### src/rtl/pipe_ctrl_pkg.sv
// Shared types for the pipeline hazard controller.
// Holds the per-stage tracking entry, the memory FSM states and the zero-register constant.
package pipe_ctrl_pkg;

   localparam logic [4:0] REG_ZERO = 5'd0;

   typedef struct packed {
      logic [4:0] dest;
      logic       WB_En;
      logic       MEM_R_En;
      logic       MEM_W_En;
   } track_entry_t;

   localparam track_entry_t TRACK_EMPTY = '0;

   typedef enum logic {
      MEM_IDLE = 1'b0,
      MEM_WAIT = 1'b1
   } mem_state_e;

   // A slot only produces a value worth waiting for if it writes a non-zero register.
   function automatic logic slot_hits(input track_entry_t e, input logic [4:0] src);
      return e.WB_En && (e.dest != REG_ZERO) && (e.dest == src);
   endfunction

endpackage

### src/rtl/hazard_track_pipe.sv
// Three-slot shadow of the EXE/MEM/WB destination and memory-access bits.
// Holds on freeze and inserts a bubble into EXE when the issuing instruction is squashed.
module hazard_track_pipe
   import pipe_ctrl_pkg::*;
(
   input  logic         clk,
   input  logic         rst,
   input  logic         hold_i,
   input  logic         bubble_i,
   input  track_entry_t issue_i,
   output track_entry_t exe_o,
   output track_entry_t mem_o,
   output track_entry_t wb_o
);

   track_entry_t exe_q, mem_q, wb_q;
   track_entry_t exe_d;

   assign exe_d = bubble_i ? TRACK_EMPTY : issue_i;

   // NOTE: sequential state uses non-blocking assignments so every slot samples the pre-edge value of its neighbour.
   always_ff @(posedge clk) begin
      if (!rst) begin
         exe_q <= TRACK_EMPTY;
         mem_q <= TRACK_EMPTY;
         wb_q  <= TRACK_EMPTY;
      end else if (!hold_i) begin
         exe_q <= exe_d;
         mem_q <= exe_q;
         wb_q  <= mem_q;
      end
   end

   assign exe_o = exe_q;
   assign mem_o = mem_q;
   assign wb_o  = wb_q;

endmodule

### src/rtl/pipe_hazard_ctrl.sv
// Generates stall / loadForwardStall / Flush for the ID->EXE register from a private
// shadow of the downstream stages, plus saturating stall and freeze counters.
module pipe_hazard_ctrl
   import pipe_ctrl_pkg::*;
#(
   parameter bit          FORWARD_EN   = 1'b1,
   parameter bit          WB_BYPASS    = 1'b1,
   parameter int unsigned FLUSH_CYCLES = 2
) (
   input  logic        clk,
   input  logic        rst,
   input  logic        id_valid,
   input  logic [4:0]  id_src1,
   input  logic [4:0]  id_src2,
   input  logic        id_uses_src2,
   input  logic [4:0]  id_dest,
   input  logic        id_WB_En,
   input  logic        id_MEM_R_En,
   input  logic        id_MEM_W_En,
   input  logic        br_taken,
   input  logic        mem_ready,
   output logic        stall,
   output logic        loadForwardStall,
   output logic        Flush,
   output logic        front_hold,
   output logic [31:0] stall_count,
   output logic [31:0] freeze_count
);

   localparam logic [2:0] FLUSH_LOAD = 3'(FLUSH_CYCLES - 1);

   track_entry_t issue_entry, exe_slot, mem_slot, wb_slot;
   mem_state_e   mem_state_q;
   logic [2:0]   flush_cnt_q;
   logic [31:0]  stall_cnt_q, freeze_cnt_q;
   logic         hazard, mem_busy;
   logic         unused_slot_bits;

   assign issue_entry = '{dest: id_dest, WB_En: id_WB_En,
                          MEM_R_En: id_MEM_R_En, MEM_W_En: id_MEM_W_En};

   hazard_track_pipe u_track (
      .clk      (clk),
      .rst      (rst),
      .hold_i   (loadForwardStall),
      .bubble_i (stall | Flush | ~id_valid),
      .issue_i  (issue_entry),
      .exe_o    (exe_slot),
      .mem_o    (mem_slot),
      .wb_o     (wb_slot)
   );

   assign mem_busy = (mem_slot.MEM_R_En | mem_slot.MEM_W_En) & ~mem_ready;

   // NOTE: every signal driven in always_comb gets a default first so no path leaves it unassigned (no latch).
   always_comb begin
      hazard = 1'b0;
      if (FORWARD_EN) begin
         hazard = exe_slot.MEM_R_En &
                  (slot_hits(exe_slot, id_src1) | (id_uses_src2 & slot_hits(exe_slot, id_src2)));
      end else begin
         hazard = slot_hits(exe_slot, id_src1) | (id_uses_src2 & slot_hits(exe_slot, id_src2)) |
                  slot_hits(mem_slot, id_src1) | (id_uses_src2 & slot_hits(mem_slot, id_src2));
         if (!WB_BYPASS)
            hazard = hazard | slot_hits(wb_slot, id_src1) |
                     (id_uses_src2 & slot_hits(wb_slot, id_src2));
      end
   end

   // Freeze outranks flush, which outranks stall; reset forces everything quiet.
   always_comb begin
      loadForwardStall = rst & mem_busy;
      Flush            = rst & (br_taken | (flush_cnt_q != 3'd0)) & ~loadForwardStall;
      stall            = rst & id_valid & hazard & ~Flush & ~loadForwardStall;
      front_hold       = stall | loadForwardStall;
   end

   always_ff @(posedge clk) begin
      if (!rst) begin
         flush_cnt_q  <= 3'd0;
         mem_state_q  <= MEM_IDLE;
         stall_cnt_q  <= '0;
         freeze_cnt_q <= '0;
      end else begin
         if (!loadForwardStall) begin
            if (br_taken)
               flush_cnt_q <= FLUSH_LOAD;
            else if (flush_cnt_q != 3'd0)
               flush_cnt_q <= flush_cnt_q - 3'd1;
         end

         // WAIT only marks an access in progress; the freeze itself follows mem_busy directly.
         case (mem_state_q)
            MEM_IDLE: if (mem_busy)  mem_state_q <= MEM_WAIT;
            MEM_WAIT: if (mem_ready) mem_state_q <= MEM_IDLE;
            default:                 mem_state_q <= MEM_IDLE;
         endcase

         if (stall && (stall_cnt_q != '1))
            stall_cnt_q <= stall_cnt_q + 32'd1;
         if (loadForwardStall && (freeze_cnt_q != '1))
            freeze_cnt_q <= freeze_cnt_q + 32'd1;
      end
   end

   assign stall_count  = stall_cnt_q;
   assign freeze_count = freeze_cnt_q;

   // Slot fields the compare never needs in some configurations.
   assign unused_slot_bits = ^{wb_slot, exe_slot.MEM_W_En};

endmodule
### config.mk
export PLATFORM = sky130hd
export DESIGN_NAME = pipe_hazard_ctrl
export DESIGN_NICKNAME = d
export VERILOG_FILES = /design/src/rtl/pipe_ctrl_pkg.sv /design/src/rtl/hazard_track_pipe.sv /design/src/rtl/pipe_hazard_ctrl.sv
export SDC_FILE = /design/constraint.sdc
export NUM_CORES = 1
export LEC_CHECK = 0
export ABC_AREA = 1
export CORE_MARGIN = 2
export CORE_UTILIZATION = 49
export CTS_CLUSTER_SIZE = 24
export DETAILED_ROUTE_END_ITERATION = 7
export GPL_ROUTABILITY_DRIVEN = 0
export PLACE_DENSITY = 0.78
export SETUP_SLACK_MARGIN = 0.2
export SLEW_MARGIN = 20
export SYNTH_ARGS = -nofsm -noshare
export SYNTH_HDL_FRONTEND = slang
export SYNTH_HIERARCHICAL = 1
export SYNTH_SLANG_ARGS = --single-unit
### constraint.sdc
create_clock -name clk -period 2.5 [get_ports clk]
set_input_delay 0.75 -clock clk [delete_from_list [all_inputs] [get_ports clk]]
set_output_delay 0.75 -clock clk [all_outputs]
set_load 0.01 [all_outputs]
==> After elaboration in Yosys (flattened, before gate mapping) <==
Cells that the tools add are included.
{ "word_totals": {"regBits": 77, "input_bits": 24, "output_inout_bits": 68, "word_cells": 48} }
{ "classes": {"addsub": 3, "eq_ne": 4, "mux": 3, "bitwise_logic": 20, "n_reduce_logical": 9} }
{ "op_table": {"columns": ["cell", "n"], "rows": [
  ["$add 32x1->32 const B", 2],
  ["$ne 32x32->1 const B", 2],
  ["$and 1x1->1", 10],
  ["$eq 5x5->1", 2],
  ["$mux 8", 1],
  ["$mux 3", 2],
  ["$or 1x1->1", 6],
  ["$logic_and 1x1->1", 5],
  ["$reduce_bool 5->1", 1],
  ["$not 1->1", 4],
  ["$reduce_bool 3->1", 1],
  ["$sub 3x1->3 const B", 1],
  ["$reduce_and 2->1", 1],
  ["$reduce_bool 2->1", 1]
]} }

==> Logic depth before layout (Yosys ltp) <==
Gate-level depths: netlist of run 1.
{ "depth": {"ltp_word": 12, "depth_mapped": 14, "ltp_nobuf": 13} }

==> Cells and area by module <==
The synthesis of run 1 kept the hierarchy.
{ "by_module_without_submodules": {"columns": ["module", "instances", "cells_each", "area_each_um2", "seq_area_each_um2"], "rows": [
  ["pipe_hazard_ctrl", 1, 720, 4372.9, 1341.3],
  ["hazard_track_pipe", 1, 104, 904.6, 480.5]
]} }

==> Least setup slack after synthesis of run 1 <==
Ideal clock, no wire load.
{ "synth_timing": {"kind": "input to output", "from": "input rst", "to": "output stall", "arrival_time_ns": 1.704, "required_time_ns": 1.750, "setup_slack_ns": 0.046, "path_stages": 10, "n_path_buf": 2, "path_cell_list": "buf_4 inv_4 nor2_2 o21ai_2 nand2_4 nand2_2 nor2_4 nand3_2 buf_6 inv_2"} }
{ "synth_between": {"elab_chain_cells": 6, "elab_cells_between_ends": 9, "cone_classes": "bitwise (9)"} }
{ "synth_lines": {"columns": ["element", "line", "rtl"], "rows": [
  ["from (decl)", "pipe_hazard_ctrl.sv:11", "input logic rst,"],
  ["$and 1x1->1", "pipe_hazard_ctrl.sv:72", "loadForwardStall = rst & mem_busy;"],
  ["$not 1->1", "pipe_hazard_ctrl.sv:73, pipe_hazard_ctrl.sv:74", null],
  ["$and 1x1->1", "pipe_hazard_ctrl.sv:73", "Flush = rst & (br_taken | (flush_cnt_q != 3'd0)) & ~loadForwardStall;"],
  ["$not 1->1", "pipe_hazard_ctrl.sv:74", "stall = rst & id_valid & hazard & ~Flush & ~loadForwardStall;"],
  ["$and 1x1->1", "pipe_hazard_ctrl.sv:74", null],
  ["$and 1x1->1 (*)", "pipe_hazard_ctrl.sv:74", null],
  ["to (decl)", "pipe_hazard_ctrl.sv:22", "output logic stall,"]
]} }
Every way passes the cells marked *; elsewhere a longest branch is shown, timed or not.

==> Final worst setup path of run 1 <==
{ "layout_timing": {"from": "input id_src1[4]", "to": "output stall"} }
{ "layout_between": {"elab_chain_cells": 7} }
{ "layout_lines": {"columns": ["element", "line", "rtl"], "rows": [
  ["from (decl)", "pipe_hazard_ctrl.sv:13", "input logic [4:0] id_src1,"],
  ["$eq 5x5->1", null, null],
  ["$logic_and 1x1->1", null, null],
  ["$or 1x1->1", null, null],
  ["$and 1x1->1", "pipe_hazard_ctrl.sv:59", "hazard = exe_slot.MEM_R_En &"],
  ["$and 1x1->1 (3 in a row)", "pipe_hazard_ctrl.sv:74", null]
]} }
No other way between the ends.

==> results of run 1 <==
flip-flops by register name, indices dropped and copies added, names as in the netlist:
signal / count
u_track/exe_o: 8
freeze_count: 32
flush_cnt_q: 3
u_track/mem_o: 2
stall_count: 32
timing repair:
item,in CTS,in global routing
gates resized for setup,87,11
buffers inserted,2,1
endpoints found under the setup margin,30,10
pin swaps,24,4
hold buffers,0,0
routing by layer:
metal  GRT usage (%)  vias to the layer above
li1                -                     2614
met1            33.8                     2335
met2            40.6                      179
met3            4.47                       29
met4            8.91                        0
met5               0                        -
worst paths after layout:
path               startpoint               end
max                id_src1[4]             stall
min          u_track/exe_o[0]  u_track/exe_o[0]
max reg2reg    stall_count[0]   stall_count[17]
min reg2reg  u_track/exe_o[0]  u_track/exe_o[0]
through the flow:
| step | TNS, ps | total power [mW] | hold slack (ps) | utilization, % | cells |
|---|---|---|---|---|---|
| 2_1_floorplan | 0 | 1.38 | 447 | - | 766 |
| 3_3_place_gp | -11240 | 1.46 | 460 | 61.4 | 987 |
| 3_5_place_dp | -13470 | 1.47 | 468 | 61.4 | 987 |
| 4_1_cts | 0 | 2.66 | 481 | 63.9 | 1004 |
| 5_1_grt | 0 | 2.74 | 492 | 64.3 | 1005 |
| 6_report | 0 | 2.65 | 480 | 64.3 | 1005 |
worst max-delay path, delay by kind of cell:
kind	cells	cell delay, ps
simple gates	6	510
buf+inv	4	290
power groups by stage:
stage	Sequential [mW]	Combinational [mW]	Clock (mW)
after detailed placement	1.28	0.194	0
after floorplan	1.28	0.109	0
after global routing	1.25	0.242	1.25
final	1.25	0.218	1.18
after CTS	1.25	0.208	1.20
after global placement	1.28	0.186	0
area by class of cell:
cell class	count	area [µm²]
inverters	76	293
clock buffers	11	151
well taps	133	166
multi-input cells	592	2880
fillers	921	3440
flip-flops and latches	77	1550
repair buffers	112	1070
clock inverters	4	95.1
==> results_dict.tcl, run 1 <==
set metrics [dict create \
    status "complete, no violations" \
    via_count 5157 \
    swShare_pct 22.6 \
    die_h_um 103 \
    routed.top_layer "met4" \
    syn_area_per_cell_um2 6.27 \
    cp_slowest_cell "nand2_2" \
    cts_max_level 3 \
    power.share.clock_pct 44.5 \
    criticalPathCategory "in -> out" \
    hold_viol 0 \
    start_util_pct 49.8 \
    synth_nets 794 \
    clockRootBuffer "clkbuf_8" \
    final_cell_mix "nand2_1, nor2_1, clkdlybuf4s50_1, dfxtp_1, inv_1" \
    design_area_um2 6200 \
    power.density_nw_per_um2 427 \
    num_rows 36 \
    antenna_found_initial 0 \
    cts_buffer_depth 2 \
    wl_per_cell_um 12.6 \
    port_buffers 91 \
    yosysWarnings 6 \
    drv_cap 0 \
    routed_wl_um 12600 \
    drive_gt1_share_pct 13.9 \
    intPower_mw 2.05 \
    rsz0062_at_grt "true" \
    worst_ep_arrival_time_ps 1550 \
    worst_slack_ps 197 \
    wl_met2_um 5880 \
    clock_sinks 77 \
    p_leak_nw 2.29 \
    cts_tree "yes" \
    clock_skew_ps 11.6 \
    cp_cell_sequence "buf_2, inv_1, nand2_1, nand2_1, nor2_1, nand3_1, nand2_2, nand3_4, inv_4, buf_6" \
    share_seq_of_total_power_pct 47.3 \
    fin_crit_ps 2300 \
    switching_power_mw 0.597 \
    synth_cells 766 \
    place_ws_ps -703 \
    die_x_um 103 \
    place_area_um2 5920 \
    dieArea_um2 10600 \
    hpwl_um 9270 \
    met1Wirelength_um 5740 \
    hold_path_class "reg -> reg" \
    slowest_delay_ps 120 \
    antennaDiodeCount 0 \
    first_global_vias 4762 \
    period_share_pct 92.1 \
    reg2reg_depth 11 \
    cp-start-kind "primary input" \
    slew_headroom_pct 67.7 \
    drv_slew 0 \
    final_nets 896 \
    crit_fanout 3 \
    crit_top_cell "nand2_1" \
    critPathCaptureType "output port" \
    r2r_slack_ps 380 \
    vias_per_cell 5.13 \
    track_usage_pct 25.1 \
    clk_latency_ps 350 \
    coreArea_um2 9640 \
    grt_pass1_wl_um 21500 \
    drtAntennaViolNets 0 \
    hold_depth 2 \
    ir_drop_v 0.000283 \
    dr.first_iter.drc_count 295 \
    synth_area_um2 4800 \
    final_common_cell "nand2_1" \
    required_ps 1750 \
    grt_overflow 0 \
    pin_count 92 \
    power_frac_comb_pct 8.2 \
    drc 0 \
    finalSetupViolCount 0 \
    timing.fmax_mhz 434 \
    synthToLayoutAreaGrowth_pct 29.1 \
    grt_max_degree 43 \
    worst_slew_pin_slew_ps 485 \
    clk_pin_slew_ps 80 \
    cts_made_buffers 9 \
    met3_length_um 756 \
    firstDrtPassIters 5 \
]
(Power assumes the default switching activity.)
==> run 2: changes to the inputs <==
==> constraint.sdc (replaced) <==
create_clock -name clk -period 2.5 [get_ports clk]
set_input_delay 0.75 -clock clk [delete_from_list [all_inputs] [get_ports clk]]
set_output_delay 0.75 -clock clk [all_outputs]
set_load 0.02 [all_outputs]
==> results_dict.tcl, run 2 (same netlist as run 1, synthesis figures left out) <==
set metrics [dict create \
    status "complete, no violations" \
    clock_sinks 77 \
    drv_cap 0 \
    cp-start-kind "primary input" \
    clk_pin_slew_ps 70 \
    clock_skew_ps 6.62 \
    period_share_pct 93.8 \
    via_count 5146 \
    swShare_pct 25.0 \
    share_seq_of_total_power_pct 51.4 \
    worst_ep_arrival_time_ps 1600 \
    die_x_um 103 \
    dr.first_iter.drc_count 291 \
    clk_latency_ps 360 \
    drtAntennaViolNets 0 \
    power.density_nw_per_um2 397 \
    num_rows 36 \
    grt_pass1_wl_um 21300 \
    final_nets 898 \
    hold_buffers 0 \
    timing.fmax_mhz 426 \
    required_ps 1750 \
    cts_max_level 3 \
    rsz0062_at_grt "true" \
    drc 0 \
    wl_per_cell_um 12.6 \
    power.share.clock_pct 39.6 \
    slew_headroom_pct 67.4 \
    p_leak_nw 2.27 \
    fin_crit_ps 2350 \
    ir_drop_v 0.000223 \
    port_buffers 91 \
    seqCellArea_um2 1550 \
    setup_tns_ps 0 \
    firstDrtPassIters 4 \
    place_area_um2 5910 \
    drive_gt1_share_pct 13.9 \
    drv_slew 0 \
    antennaDiodeCount 0 \
    clockRootBuffer "clkbuf_8" \
    finalSetupViolCount 0 \
    routed_wl_um 12700 \
    hpwl_um 9380 \
    dieArea_um2 10600 \
    final_cell_mix "nand2_1, nor2_1, clkdlybuf4s50_1, dfxtp_1, inv_1" \
    fill_cells 941 \
    design_area_um2 6130 \
    die_h_um 103 \
    final_common_cell "nand2_1" \
    cts_buffer_depth 2 \
    antenna_found_initial 0 \
    criticalPathCategory "in -> out" \
    critPathCaptureType "output port" \
    cts_tree "yes" \
    cts_made_buffers 9 \
    coreArea_um2 9640 \
    synthToLayoutAreaGrowth_pct 27.5 \
    hold_viol 0 \
    start_util_pct 49.8 \
    intPower_mw 1.82 \
    crit_fanout 3 \
    grt_overflow 0 \
    pin_count 92 \
    track_usage_pct 25.0 \
    vias_per_cell 5.11 \
    grt_max_degree 43 \
    switching_power_mw 0.608 \
    hold_path_class "reg -> reg" \
    worst_slew_pin_slew_ps 489 \
    first_global_vias 4734 \
    multi_input_area_um2 2880 \
    power_frac_comb_pct 9.0 \
]
[run 2: cell types whose count changed in the layout (fill, tap and decap cells not counted), moves of 2 or more]
cell and change:
buf_12 -3, buf_4 +5, bufinv_16 -2, clkinv_2 +3
[run 2: final cells by class]
type | count | area share [%]
Multi-Input combinational cell | 592 | 47.0
Sequential cell | 77 | 25.3
Timing Repair Buffer | 114 | 17.0
Inverter | 76 | 4.82
Tap cell | 133 | 2.72
Clock buffer | 11 | 2.31
Clock inverter | 5 | 0.817
[run 2: routing by layer]
layer,vias to the layer above,global-route usage [%],part of all wire (%)
li1,2624,-,-
met1,2328,33.5,44
met2,173,40.9,47
met3,21,3.59,6.6
met4,0,9.82,1.8
met5,-,0,0
[run 2: path summary, 6_finish.rpt]
check	end	slack (ps)	from	cells after the start
worst min-delay path	u_track/exe_o[0]	470	u_track/exe_o[0]	2
worst max register to register	freeze_count[27]	430	freeze_count[0]	11
worst max-delay path	stall	150	id_src1[2]	7
worst min register to register	u_track/exe_o[0]	470	u_track/exe_o[0]	2
[run 2: timing repair]
| action | 4_1_cts | 5_1_grt |
|---|---|---|
| setup endpoints to repair | 39 | 21 |
| buffers inserted | 2 | 0 |
| resized for setup | 84 | 12 |
| pin swaps | 27 | 13 |
[run 2: power groups by stage]
stage / Sequential (mW) / Clock [mW] / Combinational [mW]
floorplan: 1.28 / 0 / 0.111
global placement: 1.28 / 0 / 0.192
detailed placement: 1.28 / 0 / 0.199
CTS: 1.25 / 0.969 / 0.221
global route: 1.25 / 1.02 / 0.243
finish: 1.25 / 0.962 / 0.218
[run 2: worst max-delay path: stages]
cell and delay [ps]:
dlygate4sd2_1 250, xnor2_1 130, nand3_1 100, nand2_2 110, nand3_4 100, clkinv_4 60
buf_6 100
[run 2: through the flow]
step	setup WS, ps	power (mW)	std cells	hold slack (ps)	util (%)
after detailed placement	-797	1.48	990	464	61.3
after floorplan	66.2	1.39	766	447	-
after global routing	90.2	2.51	1008	495	63.6
final	154	2.43	1008	471	63.6
after CTS	123	2.44	1008	475	63.7
after global placement	-785	1.47	990	460	61.3
